===== config.mk =====
export PLATFORM = sky130hd
export DESIGN_NAME = serial_subtractor
export DESIGN_NICKNAME = d
export VERILOG_FILES = /design/src/rtl/sub_pkg.sv /design/src/rtl/sub_digit.sv /design/src/rtl/serial_subtractor.sv
export SDC_FILE = /design/constraint.sdc
export NUM_CORES = 1
export LEC_CHECK = 0
export ABC_AREA = 1
export ABC_CLOCK_PERIOD_IN_PS = 2500
export CAP_MARGIN = 20
export CORE_MARGIN = 4
export CORE_UTILIZATION = 45
export CTS_CLUSTER_DIAMETER = 200
export DETAILED_ROUTE_END_ITERATION = 12
export PLACE_DENSITY = 0.7
export SYNTH_ARGS = -nofsm -noshare
export SYNTH_HDL_FRONTEND = slang
export SYNTH_HIERARCHICAL = 1
export SYNTH_SLANG_ARGS = --single-unit

===== constraint.sdc =====
create_clock -name clk -period 2.5 [get_ports clk]
set_clock_uncertainty 0.05 [all_clocks]
set_input_delay 0.25 -clock clk [delete_from_list [all_inputs] [get_ports clk]]
set_output_delay 0.25 -clock clk [all_outputs]
set_load 0.02 [all_outputs]

===== src/rtl/sub_pkg.sv =====
// sub_pkg: shared types and helpers for the digit-serial subtractor
//   state_t   : FSM state encoding (IDLE, RUN)
//   ndig      : number of digits per operand (WIDTH/DIGIT)
//   cnt_w     : digit-counter width, $clog2(NDIG+1)
//   digit_sub : reference ripple-borrow digit subtract, returns {bout, borrow_into_msb, diff}
package sub_pkg;
  typedef enum logic {IDLE, RUN} state_t;
  localparam int MAXD = 32;
  function automatic int ndig(input int w, input int d);
    return w / d;
  endfunction
  function automatic int cnt_w(input int w, input int d);
    return $clog2(w / d + 1);
  endfunction
  // Only the low n bits of a_dig/b_dig take part; the borrow into the top used bit is reported.
  function automatic logic [MAXD+1:0] digit_sub(input logic [MAXD-1:0] a_dig, input logic [MAXD-1:0] b_dig, input logic bin, input int n);
    logic [MAXD-1:0] d;
    logic c, cm;
    d = '0;
    c = bin;
    cm = bin;
    for (int i = 0; i < MAXD; i++)
      if (i < n) begin
        cm = c;
        d[i] = a_dig[i] ^ b_dig[i] ^ c;
        c = (~a_dig[i] & b_dig[i]) | (~(a_dig[i] ^ b_dig[i]) & c);
      end
    return {c, cm, d};
  endfunction
endpackage


===== src/rtl/sub_digit.sv =====
// sub_digit: combinational DIGIT-bit ripple borrow chain
//   x, y : minuend / subtrahend digit
//   c    : borrow in
//   d    : difference digit
//   bo   : borrow out of the digit MSB
//   bm   : borrow into the digit MSB
module sub_digit #(
  parameter int DIGIT = 1
) (
  input  logic [DIGIT-1:0] x,
  input  logic [DIGIT-1:0] y,
  input  logic             c,
  output logic [DIGIT-1:0] d,
  output logic             bo,
  output logic             bm
);
  logic [DIGIT:0] ch;
  assign ch[0] = c;
  for (genvar i = 0; i < DIGIT; i++) begin : g_fs
    assign d[i] = x[i] ^ y[i] ^ ch[i];
    assign ch[i+1] = (~x[i] & y[i]) | (~(x[i] ^ y[i]) & ch[i]);
  end
  assign bo = ch[DIGIT];
  assign bm = ch[DIGIT-1];
endmodule


===== src/rtl/serial_subtractor.sv =====
// serial_subtractor: digit-serial a - b - bin, DIGIT bits per clock, start/done handshake
//   clk, rst_n (sync, active-low), start (sampled while idle), a, b, bin
//   busy (operation in progress), done (1-cycle result pulse), diff, bout, zero, ovf
module serial_subtractor
  import sub_pkg::*;
#(
  parameter int WIDTH = 8,
  parameter int DIGIT = 1
) (
  input  logic             clk,
  input  logic             rst_n,
  input  logic             start,
  input  logic [WIDTH-1:0] a,
  input  logic [WIDTH-1:0] b,
  input  logic             bin,
  output logic             busy,
  output logic             done,
  output logic [WIDTH-1:0] diff,
  output logic             bout,
  output logic             zero,
  output logic             ovf
);
  localparam int NDIG = ndig(WIDTH, DIGIT);
  localparam int CW = cnt_w(WIDTH, DIGIT);
  state_t state, state_n;
  logic [WIDTH-1:0] ra, rb, acc, acc_n;
  logic [CW-1:0] cnt;
  logic brw, bo, bm, last;
  logic [DIGIT-1:0] dd;
  sub_digit #(.DIGIT(DIGIT)) u_digit (
    .x (ra[DIGIT-1:0]),
    .y (rb[DIGIT-1:0]),
    .c (brw),
    .d (dd),
    .bo(bo),
    .bm(bm)
  );
  assign last = cnt == CW'(NDIG - 1);
  // New digit enters from the MSB side; after NDIG shifts the LSB digit sits at bit 0.
  assign acc_n = WIDTH'({dd, acc} >> DIGIT);
  assign busy = state == RUN;
  always_comb begin
    state_n = state;
    state_n = (state == IDLE) ? (start ? RUN : IDLE) : (last ? IDLE : RUN);
  end
  always_ff @(posedge clk)
    if (!rst_n) state <= IDLE;
    else state <= state_n;
  always_ff @(posedge clk)
    if (!rst_n) begin
      ra <= '0;
      rb <= '0;
      acc <= '0;
      brw <= 1'b0;
      cnt <= '0;
      done <= 1'b0;
      diff <= '0;
      bout <= 1'b0;
      zero <= 1'b0;
      ovf <= 1'b0;
    end else if (state == IDLE) begin
      done <= 1'b0;
      if (start) begin
        ra <= a;
        rb <= b;
        brw <= bin;
        cnt <= '0;
      end
    end else begin
      ra <= ra >> DIGIT;
      rb <= rb >> DIGIT;
      brw <= bo;
      acc <= acc_n;
      cnt <= cnt + 1'b1;
      if (last) begin
        done <= 1'b1;
        diff <= acc_n;
        bout <= bo;
        ovf <= bm ^ bo;
        zero <= acc_n == '0;
      end
    end
endmodule

==> results_dict.tcl <==
set metrics [dict create \
    syn_area_per_cell_um2 7.34 \
    r2r_cells 4 \
    drive_above_1_share_pct 13.7 \
    fin_crit_ns 1.78 \
    fin_nets 315 \
    clock_latency_ns 0.30 \
    p_leak_nw 1.21 \
    min_to "rb[7]" \
    num_rows 23 \
    htreeDepth 2 \
    via_per_inst 4.61 \
    die-area_um2 5380 \
    path_clk_slew_ns 0.08 \
    drc 0 \
    slew-limit-headroom_pct 62.9 \
    hold_path_depth 2 \
    cellPowerDensity_nw_per_um2 581 \
    root_buffer "clkbuf_8" \
    gp_congestion 0.709 \
    wire_per_inst_um 9.77 \
    cts_hold_buf 0 \
    status "completed" \
    core_area_um2 4060 \
    ioPinCount 33 \
    hold_viol 0 \
    cts_tree "yes" \
    cap_violations 0 \
    postCtsSetupRepairBufs 0 \
    final_antenna_net_count 0 \
    r2r_start "cnt[0]" \
    n_antenna_cell 0 \
    r2r_end "diff[5]" \
    grt_max_degree 23 \
    critPathMaxFanout 11 \
    grt_pass1_vias 1439 \
    hold_class "flop to flop" \
    grt_pass1_wl_um 5980 \
    firstDrtPassIters 4 \
    vdd_drop_max_uv 402 \
    drv_slew 0 \
    worst_slew_pin_slew_ns 0.556 \
    drtIter0Drc 67 \
    dp_slack_ns 0.858 \
    cp_data_arrival_time_ns 1.48 \
    r2r_slack_ns 0.94 \
    layout_common_cells "85 x nand2_1, 41 x dfxtp_1, 36 x inv_1" \
    dp_hpwl_um 2330 \
    path_class "flop to output pin" \
    worst_setup_path_start_kind "flop" \
    cts_buffers 5 \
    cp.required_ns 2.20 \
    hp-start "rb[7]" \
    rsz0062_at_grt "no" \
    finalSetupViolations 0 \
    track_usage_pct 14.5 \
    area_growth_pct 21.4 \
    fin_crit_sh_pct 71.1 \
    clock_path_buffers 2 \
    vias 1582 \
    crit_path_end_kind "output pin" \
    ys_ff_latch 41 \
    final_common_cell "nand2_1" \
    max_freq_mhz 562 \
    tns_ns 0 \
    io_buffers 32 \
    start_util_pct 47.4 \
    grt_antenna_before_repair 0 \
    dieWidth_um 73.4 \
    yosys.cell_types.count 26 \
    gr-total-overflow 0 \
    layout_setup_ws_ns 0.722 \
    synth_fp_nets 284 \
    synth_cells 262 \
    stdcell_area_um2 2330 \
    place_area_um2 2230 \
    cts_sinks 41 \
    ctsResizeCount 0 \
    synth_area_um2 1920 \
    yosysSeqAreaShare_pct 42.7 \
    die_y_um 73.4 \
    synth_warnings 6 \
    routed_wl_um 3350 \
]
-- flip-flops by register name (all words and copies together) (netlist names) --
signal / count
ovf: 1
rb: 8
acc: 7
busy: 1
zero: 1
done: 1
brw: 1
diff: 8
cnt: 4
bout: 1
ra: 8
-- area by class of cell --
cell class | instances | area, um2
Inverter | 40 | 150
Fill cell | 411 | 1730
Sequential cell | 41 | 821
Multi-Input combinational cell | 169 | 845
Clock buffer | 5 | 68.8
Timing Repair Buffer | 36 | 350
Tap cell | 50 | 62.6
Clock inverter | 2 | 35.0
-- synth_stat cells --
library cell  instances  area, um2
nor2_4                1       11.3
clkbuf_1              1       3.75
nor2_8                1       20.0
buf_4                 1       7.51
nand3_2              10        100
xor2_1                1       8.76
buf_6                 2       22.5
dfxtp_1              41        821
nand3_1              11       55.1
fa_1                  1       20.0
nand2_4               3       33.8
nand4_1               1       6.26
buf_12                1       20.0
a21oi_1               5       25.0
nand2_2               9       56.3
buf_2                 5       25.0
clkbuf_8              2       27.5
nor2_1               30        113
nand4_2               1       12.5
o21ai_1               1       5.00
o21ai_0               3       15.0
nand2_1              85        319
inv_2                 4       15.0
ha_1                  1       12.5
inv_1                36        135
o22ai_1               5       31.3
-- power by group --
part	switching [mW]	leakage, nW	total [mW]	internal (mW)
registers	0.0128	0.333	0.687	0.674
clock network	0.221	0.0540	0.511	0.290
logic	0.0857	0.823	0.156	0.0706
total	0.320	1.21	1.35	1.03
-- cell families (layout without fill, tap and decap cells) --
family                   Yosys count  in the layout  synth area share [%]
XOR/XNOR                           1              1                 0.456
AND/OR/NAND/NOR                  152            152                  37.8
buffers and inverters             52             83                  13.3
adder cells (fa/ha/maj)            2              2                  1.69
AO/OA/AOI/OAI                     14             14                  3.97
flip-flops                        41             41                  42.7
-- worst max-delay path, stage by stage (launching register included) --
cell and delay, ns:
dfxtp_1 0.33, buf_4 0.21, clkdlybuf4s50_1 0.63
-- how the worst max path moves through the flow --
| stage | slack [ns] | to | cells past startpoint | startpoint |
|---|---|---|---|---|
| final | 0.72 | busy | 2 | busy |
| after global routing | 0.64 | busy | 2 | busy |
| after CTS | 0.70 | busy | 2 | busy |
| after detailed placement | 0.86 | cnt[0] | 4 | rst_n |
| after global placement | 0.87 | cnt[3] | 6 | start |
| after floorplan | 1.18 | zero | 7 | rb[0] |
-- through the flow --
step | hold WS (ns) | std cells | power (mW) | utilization [%]
floorplan | 0.340 | 262 | 0.814 | -
CTS | 0.428 | 343 | 1.37 | 57.5
global route | 0.439 | 343 | 1.42 | 57.5
detailed placement | 0.414 | 336 | 0.860 | 54.9
finish | 0.422 | 343 | 1.35 | 57.5
global placement | 0.414 | 336 | 0.859 | 54.9
-- metal layers --
metal | global-route usage, % | vias up | wire, um
met4 | 5.43 | 0 | 58
li1 | - | 850 | -
met1 | 15.4 | 681 | 1490
met5 | 0 | - | 0
met3 | 5.34 | 8 | 233
met2 | 26.0 | 43 | 1570
Note: power is estimated with default switching activity, not from simulation.
==> RTL edit, RTL diff (same settings) <==
Make the reset (`rst_n`) asynchronous in 2 clocked blocks.
--- a/src/rtl/serial_subtractor.sv
+++ b/src/rtl/serial_subtractor.sv
@@ -44,8 +44,8 @@
     state_n = (state == IDLE) ? (start ? RUN : IDLE) : (last ? IDLE : RUN);
   end
-  always_ff @(posedge clk)
+  always_ff @(posedge clk or negedge rst_n)
     if (!rst_n) state <= IDLE;
     else state <= state_n;
-  always_ff @(posedge clk)
+  always_ff @(posedge clk or negedge rst_n)
     if (!rst_n) begin
       ra <= '0;
Formal check against the unedited RTL: differs if rst_n is asserted again (counterexample within 4 cycles, from zero or initial values and one cycle with rst_n low); with rst_n held inactive, the same outputs for 10 cycles.
==> RTL edit against the unedited design <==
Routed wire length decreased by 8.8%; area after synthesis down 5.5%; sequential share of layout area is 11 points higher; final area is 5.4% lower; count of clock-buffer cells in the layout up 2; sequential cell count did not move; setup slack improved by 0.092 ns.
Power is not compared: it rests on default switching activity, and its combinational part moved more than twofold at a synthesized area within 25%.
==> RTL edit: results <==
[status]
status = "complete, no violations"

[setup_path]
crit_arrival_ns = 1.39
critical_path.max_stage_delay_ns = 0.64
cp_max_fo = 5
slowest_stage = "clkdlybuf4s50_1"
path_delay_family = "buffers and inverters"

[grt]
grtUsageTotal_pct = 14.0
grt_pass1_wl_mm = 5.72
grt_max_degree = 42
grt_antenna_before_repair = 0
grt_pass1_vias = 1325

[placed_design]
placed_cell_area_um2 = 2120
dp_hpwl_mm = 2.15
gp_congestion = 0.723
place.port_buffers = 32

[worst_hold_path]
min_path_type = "primary input to async pin"

[clock_network]
cts.clk_slew.worst_paths_ns = 0.07
clk_latency_ns = 0.29
root_buffer = "clkbuf_8"
cts_buffers = 5
htreeDepth = 2
clock_path_buffers = 2
cts_setup_buffers = 0
cts_resized = 0

[synth]
synth_xor_area_share_pct = 0.965
synth-main-ff-cell = "dfrtp_1"
ys_seq_area_share_pct = 56.5
synth_fp_nets = 215
synth_cell_types = 18
yosys_warnings = 6
synth_fa_ha_area_share_pct = 1.79
yosys-top-cells-area = "dfrtp_1 57%, nand2_1 16%, nand3_1 4.1%"
synth_compound_area_share_pct = 8.34
synthTopCellsByCount = "76 x nand2_1, 41 x dfrtp_1, 15 x nand3_1, 14 x inv_1, 11 x o21ai_0"
async_flop_share_pct = 100
muxShareOfSynthArea_pct = 0

[routing]
drt_iter0_drc = 72
top_layer = "met4"
firstDrtPassIters = 4
met3_length_um = 225
wl_per_cell_um = 11.2
via_per_inst = 4.71
drt-met1-wl_mm = 1.53
wl_met2_mm = 1.24

[power]
power_leakage_uw = 0.00107
ir_drop_uv = 606

[cells_and_area]
reg_top3 = "diff x8, ra x8, rb x8"
num_antenna_cells = 0
finalNetCount = 246
layout-drive-gt1-share_pct = 9.38

[sta]
maxSlewHeadroom_pct = 41.6
[RTL edit: cell count changes after synthesis, moves of 22 or more]
cell,before,now
dfrtp_1,0,41
nor2_1,30,7
dfxtp_1,41,0
inv_1,36,14
[RTL edit: logic make-up (layout without fill, tap and decap cells)]
group,after synthesis,after routing
AO/OA/AOI/OAI,22,22
XOR/XNOR,2,2
flip-flops,41,41
AND/OR/NAND/NOR,102,102
adder cells (fa/ha/maj),2,2
buffers and inverters,24,55
[RTL edit: stage by stage]
step                total power [uW]  std cells  worst slack (ns)
floorplan                       1940        193              1.20
global placement                2230        265              1.03
detailed placement              2260        265              1.03
CTS                             2700        272             0.796
global route                    2900        272             0.754
finish                          2650        272             0.813
[RTL edit: report_power, final]
part	internal, uW	switching (uW)	leakage [uW]	total [uW]
logic	479	623	0.000501	1100
registers	946	179	0.000526	1130
clock network	219	206	0.0000443	425
[RTL edit: final cells by class]
type	instances	area [um2]
Multi-Input combinational cell	128	651
Sequential cell	41	1030
Timing Repair Buffer	34	330
Inverter	14	52.6
Tap cell	48	60.1
Fill cell	335	1570
Clock buffer	7	86.3
[RTL edit: path summary, 6_finish.rpt]
kind                       slack (ns)  cells after the start        startpoint                   to
min in group clk                 0.43                      2  zero$_DFFE_PN0P_     zero$_DFFE_PN0P_
min reg2reg                      0.43                      2  zero$_DFFE_PN0P_     zero$_DFFE_PN0P_
min                              0.02                      1             rst_n  diff[1]$_DFFE_PN0P_
max reg2reg                      1.05                      3    busy$_DFF_PN0_    ra[7]$_DFFE_PN0P_
max                              0.81                      1    busy$_DFF_PN0_                 busy
max in group asynchronous        1.82                      1             rst_n   acc[7]$_DFFE_PN0P_
[RTL edit: layer usage]
layer,track usage (%),up-vias
met5,0,-
met4,5.64,0
met3,4.49,5
met2,21.3,36
met1,18.4,574
li1,-,666
